==> src/rtl/color_cmd_if.sv <==
// Byte-in / color-out bundle between the serial front end, the command
// decoder and the color processor.
interface color_cmd_if;
  logic [7:0]  rx_data;
  logic        rx_valid;
  logic [3:0]  color_valid;
  logic [23:0] rgb0;
  logic [23:0] rgb1;
  logic [23:0] rgb2;
  logic [23:0] rgb3;
  logic        frame_err;
  logic        busy;

  modport master (
    output rx_data, rx_valid,
    input  color_valid, rgb0, rgb1, rgb2, rgb3, frame_err, busy
  );

  modport slave (
    input  rx_data, rx_valid,
    output color_valid, rgb0, rgb1, rgb2, rgb3, frame_err, busy
  );
endinterface

==> src/rtl/color_cmd_decoder.sv <==
// Parses HEADER,IDX,R,G,B,CHK frames from a byte stream and emits one-cycle
// per-quadrant color updates; bad or stalled frames are dropped on frame_err.
module color_cmd_decoder #(
  parameter logic [7:0] HEADER  = 8'hA5,
  parameter int         TIMEOUT = 50000,
  parameter int         CW      = 16
) (
  input  logic        clk,
  input  logic        rst_n,
  color_cmd_if.slave  bus
);

  localparam int NUM_CH = 4;

  typedef enum logic [2:0] {
    S_IDLE, S_IDX, S_RED, S_GRN, S_BLU, S_CHK
  } state_t;

  state_t                        r_state, w_nxt;
  logic [1:0]                    r_idx;
  logic [7:0]                    r_red, r_grn, r_blu, r_csum;
  logic [CW-1:0]                 r_cnt;
  logic [NUM_CH-1:0][23:0]       r_rgb;
  logic [NUM_CH-1:0]             r_cv;
  logic                          r_err;

  logic w_tmo, w_err, w_upd, w_busy, w_idx_bad;

  // Expiry only when no byte shows up; a byte in the expiry cycle wins.
  assign w_tmo     = (r_state != S_IDLE) && !bus.rx_valid &&
                     (r_cnt == CW'(TIMEOUT - 1));
  assign w_idx_bad = (bus.rx_data[7:2] != 6'd0);

  always_ff @(posedge clk or negedge rst_n) begin
    if (!rst_n) r_state <= S_IDLE;
    else        r_state <= w_nxt;
  end

  always_comb begin
    w_nxt = r_state;
    if (bus.rx_valid) begin
      case (r_state)
        S_IDLE:  if (bus.rx_data == HEADER) w_nxt = S_IDX;
        S_IDX:   w_nxt = w_idx_bad ? S_IDLE : S_RED;
        S_RED:   w_nxt = S_GRN;
        S_GRN:   w_nxt = S_BLU;
        S_BLU:   w_nxt = S_CHK;
        S_CHK:   w_nxt = S_IDLE;
        default: w_nxt = S_IDLE;
      endcase
    end else if (w_tmo) begin
      w_nxt = S_IDLE;
    end
  end

  always_comb begin
    w_busy = (r_state != S_IDLE);
    w_upd  = 1'b0;
    w_err  = w_tmo;
    if (bus.rx_valid) begin
      if (r_state == S_IDX && w_idx_bad) w_err = 1'b1;
      if (r_state == S_CHK) begin
        if (bus.rx_data == r_csum) w_upd = 1'b1;
        else                       w_err = 1'b1;
      end
    end
  end

  always_ff @(posedge clk or negedge rst_n) begin
    if (!rst_n) begin
      r_idx  <= '0;
      r_red  <= '0;
      r_grn  <= '0;
      r_blu  <= '0;
      r_csum <= '0;
      r_cnt  <= '0;
      r_rgb  <= '0;
      r_cv   <= '0;
      r_err  <= 1'b0;
    end else begin
      r_cv  <= w_upd ? NUM_CH'(1) << r_idx : '0;
      r_err <= w_err;
      r_cnt <= (r_state == S_IDLE || bus.rx_valid || w_tmo) ? '0 : r_cnt + 1'b1;
      for (int n = 0; n < NUM_CH; n++)
        if (w_upd && r_idx == 2'(n)) r_rgb[n] <= {r_red, r_grn, r_blu};
      if (bus.rx_valid) begin
        case (r_state)
          S_IDX: begin
            r_idx  <= bus.rx_data[1:0];
            r_csum <= bus.rx_data;
          end
          S_RED: begin
            r_red  <= bus.rx_data;
            r_csum <= r_csum ^ bus.rx_data;
          end
          S_GRN: begin
            r_grn  <= bus.rx_data;
            r_csum <= r_csum ^ bus.rx_data;
          end
          S_BLU: begin
            r_blu  <= bus.rx_data;
            r_csum <= r_csum ^ bus.rx_data;
          end
          default: ;
        endcase
      end
    end
  end

  assign bus.color_valid = r_cv;
  assign bus.rgb0        = r_rgb[0];
  assign bus.rgb1        = r_rgb[1];
  assign bus.rgb2        = r_rgb[2];
  assign bus.rgb3        = r_rgb[3];
  assign bus.frame_err   = r_err;
  assign bus.busy        = w_busy;

endmodule
==> src/flat_wrapper.sv <==
// flat-port wrapper written by rule: the top's interface ports become plain ports
module color_cmd_decoder_flat 
#(
  parameter logic [7:0] HEADER  = 8'hA5,
  parameter int         TIMEOUT = 50000,
  parameter int         CW      = 16
)
  (clk, rst_n, bus_rx_data, bus_rx_valid, bus_color_valid, bus_rgb0, bus_rgb1, bus_rgb2, bus_rgb3, bus_frame_err, bus_busy);
  color_cmd_if bus_i ();
  input  logic clk;
  input  logic rst_n;
  input wire logic [$bits(bus_i.rx_data)-1:0] bus_rx_data;
  input wire logic [$bits(bus_i.rx_valid)-1:0] bus_rx_valid;
  output wire logic [$bits(bus_i.color_valid)-1:0] bus_color_valid;
  output wire logic [$bits(bus_i.rgb0)-1:0] bus_rgb0;
  output wire logic [$bits(bus_i.rgb1)-1:0] bus_rgb1;
  output wire logic [$bits(bus_i.rgb2)-1:0] bus_rgb2;
  output wire logic [$bits(bus_i.rgb3)-1:0] bus_rgb3;
  output wire logic [$bits(bus_i.frame_err)-1:0] bus_frame_err;
  output wire logic [$bits(bus_i.busy)-1:0] bus_busy;
  assign bus_i.rx_data = bus_rx_data;
  assign bus_i.rx_valid = bus_rx_valid;
  assign bus_color_valid = bus_i.color_valid;
  assign bus_rgb0 = bus_i.rgb0;
  assign bus_rgb1 = bus_i.rgb1;
  assign bus_rgb2 = bus_i.rgb2;
  assign bus_rgb3 = bus_i.rgb3;
  assign bus_frame_err = bus_i.frame_err;
  assign bus_busy = bus_i.busy;
  color_cmd_decoder #(.HEADER(HEADER), .TIMEOUT(TIMEOUT), .CW(CW)) u_core (.clk(clk), .rst_n(rst_n), .bus(bus_i));
endmodule
==> config.mk <==
export PLATFORM = sky130hd
export DESIGN_NAME = color_cmd_decoder_flat
export DESIGN_NICKNAME = d
export VERILOG_FILES = /design/src/rtl/color_cmd_if.sv /design/src/rtl/color_cmd_decoder.sv /design/src/flat_wrapper.sv
export SDC_FILE = /design/constraint.sdc
export NUM_CORES = 1
export LEC_CHECK = 0
export ABC_AREA = 1
export BUFFER_PORTS_ARGS = -buffer_cell sky130_fd_sc_hd__clkbuf_2
export CAP_MARGIN = 20
export CORE_AREA = 2 2 109 111
export DETAILED_ROUTE_END_ITERATION = 16
export DIE_AREA = 0 0 111 113
export GPL_ROUTABILITY_DRIVEN = 0
export PLACE_DENSITY_LB_ADDON = 0.12
export SYNTH_ARGS = -nofsm -noshare
export SYNTH_HDL_FRONTEND = slang
export SYNTH_SLANG_ARGS = --single-unit
==> constraint.sdc <==
create_clock -name clk -period 4.2 [get_ports clk]
set_clock_uncertainty 0.1 [all_clocks]
set_input_delay 0.63 -clock clk [delete_from_list [all_inputs] [get_ports clk]]
set_output_delay 0.63 -clock clk [all_outputs]
set_load 0.02 [all_outputs]
-- Word level (Yosys, flattened, before mapping)
Cells that the tools add are included.
- register bits: 154
- bits of input ports: 11
- output and inout bits: 102
- logic and storage cells: 66
- $add $sub $neg: 1
- eq/ne operators: 12
- shift operators: 1
- mux-type cells: 15
- bitwise operators: 1
- reductions and logical operators: 23
- operators by type and width (cell ; number):
    adder 16 x 1 -> 16 bit, second input constant ; 1
    equality test 16 bit, second input constant ; 1
    two-way mux 16 bit ; 1
    one-hot mux 8 bit (2 select lines) ; 1
    one-hot mux 3 bit (5 select lines) ; 1
    AND reduction 2 bit ; 6
    two-way mux 3 bit ; 3
    equality test 8 bit ; 1
    equality test 8 bit, second input constant ; 1
    XOR 8 bit ; 1
    logical AND 1 bit ; 7
    two-way mux 1 bit ; 7
    equality test 3 x 2 -> 1 bit, second input constant ; 2
    equality test 3 bit, second input constant ; 2
    nonzero test 6 bit ; 1
    equality test 2 bit, second input constant ; 2
    two-way mux 4 bit ; 1
    nonzero test 2 bit ; 2
    << shifter 1 x 2 -> 4 bit, first input constant ; 1
    equality test 3 x 1 -> 1 bit, second input constant ; 1
    logical NOT 3 bit ; 1
    inequality test 3 x 2 -> 1 bit, second input constant ; 1
    nonzero test 3 bit ; 1
    OR reduction 3 bit ; 1
    5 further kinds ; 6

-- Longest topological paths before layout
- depth after elaboration: 7
- gate-level depth with buffers: 12
- gate-level depth less buffers: 10

-- Least setup slack after synthesis
No wires, ideal clock.
- path kind: in2reg
- start: in bus_rx_data[1]
- end: reg u_core.r_rgb (netlist bit u_core.bus.rgb1[10])
- setup time: 0.119 ns
- data arrival time: 1.569 ns
- data required time: 3.981 ns
- setup slack: 2.413 ns
- cell stages on the path: 11
- buffers on the path: 1
- cell sequence: inv_2 > nand2_1 > nand2_1 > inv_1 > nor2_1 > nand2_1 > nor2_8 > nand4_4 > buf_6 > nand2_1 > nand2_1
- cells in the longest elaborated chain, start to end: 5
- ends and longest elaborated chain (item ; RTL line ; RTL):
    start: declaration ; flat_wrapper.sv:12 ; input wire logic [$bits(bus_i.rx_data)-1:0] bus_rx_data;
    equality test 8 bit ; color_cmd_decoder.sv:63 ; if (bus.rx_data == r_csum) w_upd = 1'b1;
    two-way mux 1 bit ; color_cmd_decoder.sv:63 ;
    two-way mux 1 bit ; color_cmd_decoder.sv:62 ; if (r_state == S_CHK) begin
    two-way mux 1 bit ; color_cmd_decoder.sv:60 ; if (bus.rx_valid) begin
    logical AND 1 bit ; color_cmd_decoder.sv:85 ; if (w_upd && r_idx == 2'(n)) r_rgb[n] <= {r_red, r_grn, r_blu};
    end signal: indexed assignment ; color_cmd_decoder.sv:85 ;
    end: declaration ; color_cmd_decoder.sv:23 ; logic [NUM_CH-1:0][23:0] r_rgb;
No other way between the ends.
A chain may end at the register's enable or synchronous reset.

-- Worst setup path in the final report
- start: reg u_core.r_state[0]
- end: reg u_core.r_rgb (netlist bit u_core.bus.rgb0[10])
- cells in the longest elaborated chain, start to end: 4
- ends and longest elaborated chain (item ; RTL line ; RTL):
    start: declaration ; color_cmd_decoder.sv:19 ; state_t r_state, w_nxt;
    start signal: assignment ; color_cmd_decoder.sv:36 ; else r_state <= w_nxt;
    equality test 3 bit ; color_cmd_decoder.sv:62 ;
    two-way mux 1 bit ; color_cmd_decoder.sv:62 ;
    two-way mux 1 bit ; color_cmd_decoder.sv:60 ;
    logical AND 1 bit ; color_cmd_decoder.sv:85 ;
No other way between the ends.

==> flow_metrics.tcl <==
set metrics [dict create \
    arrival_ns 2.72 \
    clock_sinks 154 \
    fin_area_um2 8040 \
    grt_first_pass_wirelength_um 28900 \
    tightest_slew_ns 0.930 \
    cts_resized 0 \
    yosysSeqAreaShare 0.565 \
    syn_area_um2 6830 \
    synth_flop_cell "dfrtp_1" \
    avgSynthCellArea_um2 8.84 \
    synth_top_area_share 0.565 \
    synth_top_cell_by_area "dfrtp_1" \
    fin_tns_setup_ns 0 \
    hold_viol 0 \
    worst-path-max-fanout 56 \
    nets 877 \
    drive_gt1_frac 0.192 \
    die-area_um2 12500 \
    cts_setup_buffers 0 \
    drt-total-wl_um 17500 \
    grt-ovfl-total 0 \
    ys_types 26 \
    setup_viol 0 \
    antenna_found_initial 0 \
    syn_nets 784 \
    via_per_inst 5.82 \
    relSlewSlack 0.378 \
    die-height_um 113 \
    cts_hold_buf 0 \
    wl_per_cell_um 17.1 \
    cp_slowest_cell "nor2_4" \
    grt_pass1_vias 5698 \
    start_util 0.606 \
    clock_latency_ns 0.43 \
    synth_edf_count 0 \
    clk_path_buf_depth 2 \
    coreArea_um2 11300 \
    first_pass_iters 5 \
    period_share 0.584 \
    irDropWorstVdd_uv 459 \
    finalPower_uw 4510 \
    power_density_nw_per_um2 561 \
    dp_hpwl_um 11200 \
    ant_nets 0 \
    slew_viol_final 0 \
    crit_path_end_kind "flip-flop" \
    nFillCells 887 \
    synthTopCellsByArea "dfrtp_1, nand2_1, nand4_1" \
    syn2layout_area_growth_pct 17.8 \
    run_status "finished, final reports clean" \
    drtIter0Drc 506 \
    dpl_cell_area_um2 7360 \
    cp.required_ns 4.46 \
    cap_violations 0 \
    cp_cell_sequence "nand2_2 > nor2_8 > nand2_4 > nor2_4 > buf_12 > nand4_1 > nand2_1" \
    io_pins 113 \
    cts_buffers 17 \
    max_freq_mhz 407 \
    hp-class "flip-flop to flip-flop" \
    die_w_um 111 \
    cts_root_buffer "clkbuf_16" \
    rrSetupSlack_ns 1.75 \
    setup_ws_ns 1.75 \
    h-tree-depth 4 \
    grt_setup_unrepaired "false" \
    cts_tree "yes" \
    whs_ns 0.357 \
    ys.warnings.count 0 \
    max_stage_delay_ns 0.73 \
    clk_pin_slew_ns 0.06 \
    synthCells 772 \
    detailedPlace.worstSlack_ns 1.40 \
    antenna_cells 0 \
    grt.total_usage 0.291 \
    min_period_ns 2.45 \
    criticalPathCategory "flip-flop to flip-flop" \
    via_count 5933 \
    cp-start-kind "flip-flop" \
    io_buffers 112 \
    drc_errors 0 \
    grt_max_degree 114 \
    core.rowCount 39 \
    ys_async_sr_fraction 1.00 \
    ys_seq_elements 154 \
    power_leakage_uw 0.00442 \
]
==> worst paths after layout <==
check,cells after the start,from,end
max,7,u_core.r_state[0],u_core.bus.rgb0[10]
min,1,u_core.r_cnt[0],u_core.r_cnt[0]
max reg2reg,7,u_core.r_state[0],u_core.bus.rgb0[10]
min reg2reg,1,u_core.r_cnt[0],u_core.r_cnt[0]
max in group asynchronous,4,rst_n,u_core.bus.rgb1[7]
min in group asynchronous,2,rst_n,u_core.bus.rgb0[18]
==> per-stage QoR <==
step,cells,util
2_1_floorplan,772,-
3_3_place_gp,987,0.653
3_5_place_dp,987,0.653
4_1_cts,1018,0.710
5_1_grt,1020,0.713
6_report,1020,0.713
==> cell families (layout without fill, tap and decap cells) <==
logic type | after synthesis | count (layout) | share of synthesized area
and+or+nand+nor | 478 | 478 | 0.324
adders and majority gates | 1 | 1 | 0.00183
buffers and inverters | 87 | 192 | 0.0621
xor gates and xnor gates | 16 | 16 | 0.0205
AOI/OAI and AO/OA | 36 | 36 | 0.0269
DFF | 154 | 154 | 0.565
==> power breakdown <==
group	leakage, µW	internal, µW	total, µW	switching, µW
sequential	0.00211	1660	1990	335
combinational	0.00199	236	876	640
clock	0.000314	1070	1640	570
==> synth_stat cells (2+ instances only) <==
cell      instances
a21oi_1           3
nand4_1         102
nor3_1            9
inv_1            25
xnor2_1          13
nand3_1           9
clkinv_1          5
buf_6            11
inv_2            10
nor2_1           52
nand2_1         293
nor3b_1           3
o21ai_0          31
nand4_4           4
clkbuf_1         24
nor2_8            2
buf_2            12
xor2_1            3
dfrtp_1         154
==> layer usage <==
| metal | vias to the layer above | wire length (µm) | track usage | share of wire |
|---|---|---|---|---|
| li1 | 2738 | - | - | - |
| met1 | 2898 | 7320 | 0.408 | 0.42 |
| met2 | 267 | 8400 | 0.451 | 0.48 |
| met3 | 30 | 1390 | 0.0686 | 0.079 |
| met4 | 0 | 351 | 0.110 | 0.020 |
| met5 | - | 0 | 0 | 0 |
==> worst max-delay path, delay by kind of cell (launching register included) <==
kind / cells / cell delay, ns
buf+inv: 1 / 0.33
flops: 1 / 0.49
simple gates: 6 / 1.45
==> cell usage in the layout (no fill, tap or decap), types with 4 or more instances in the layout <==
| master | instances |
|---|---|
| nand4_1 | 102 |
| nand3_1 | 9 |
| dfrtp_1 | 154 |
| clkbuf_8 | 5 |
| o21ai_0 | 31 |
| clkinv_1 | 5 |
| bufinv_16 | 4 |
| xnor2_1 | 13 |
| nor2_1 | 52 |
| clkbuf_16 | 17 |
| nor3_1 | 9 |
| inv_2 | 10 |
| inv_1 | 25 |
| clkbuf_2 | 111 |
| buf_4 | 6 |
| nand4_4 | 4 |
| nand2_1 | 293 |
==> layout make-up <==
type / instances / area (µm²) / share of cell area
Sequential cell: 154 / 3850 / 0.479
Multi-Input combinational cell: 531 / 2550 / 0.317
Timing Repair Buffer: 121 / 669 / 0.0833
Clock buffer: 25 / 505 / 0.0629
Tap cell: 143 / 179 / 0.0223
Inverter: 40 / 150 / 0.0187
Clock inverter: 6 / 134 / 0.0167
==> flip-flops by register name, summed over array words and instances (netlist names) <==
signal,cells
u_core.r_idx,2
u_core.r_csum,8
u_core.bus.frame_err,1
u_core.r_grn,8
u_core.r_red,8
u_core.r_cnt,16
u_core.r_state,3
u_core.bus.rgb3,24
u_core.bus.rgb1,24
u_core.bus.rgb2,24
u_core.bus.color_valid,4
u_core.bus.rgb0,24
u_core.r_blu,8
(Power assumes the default switching activity.)
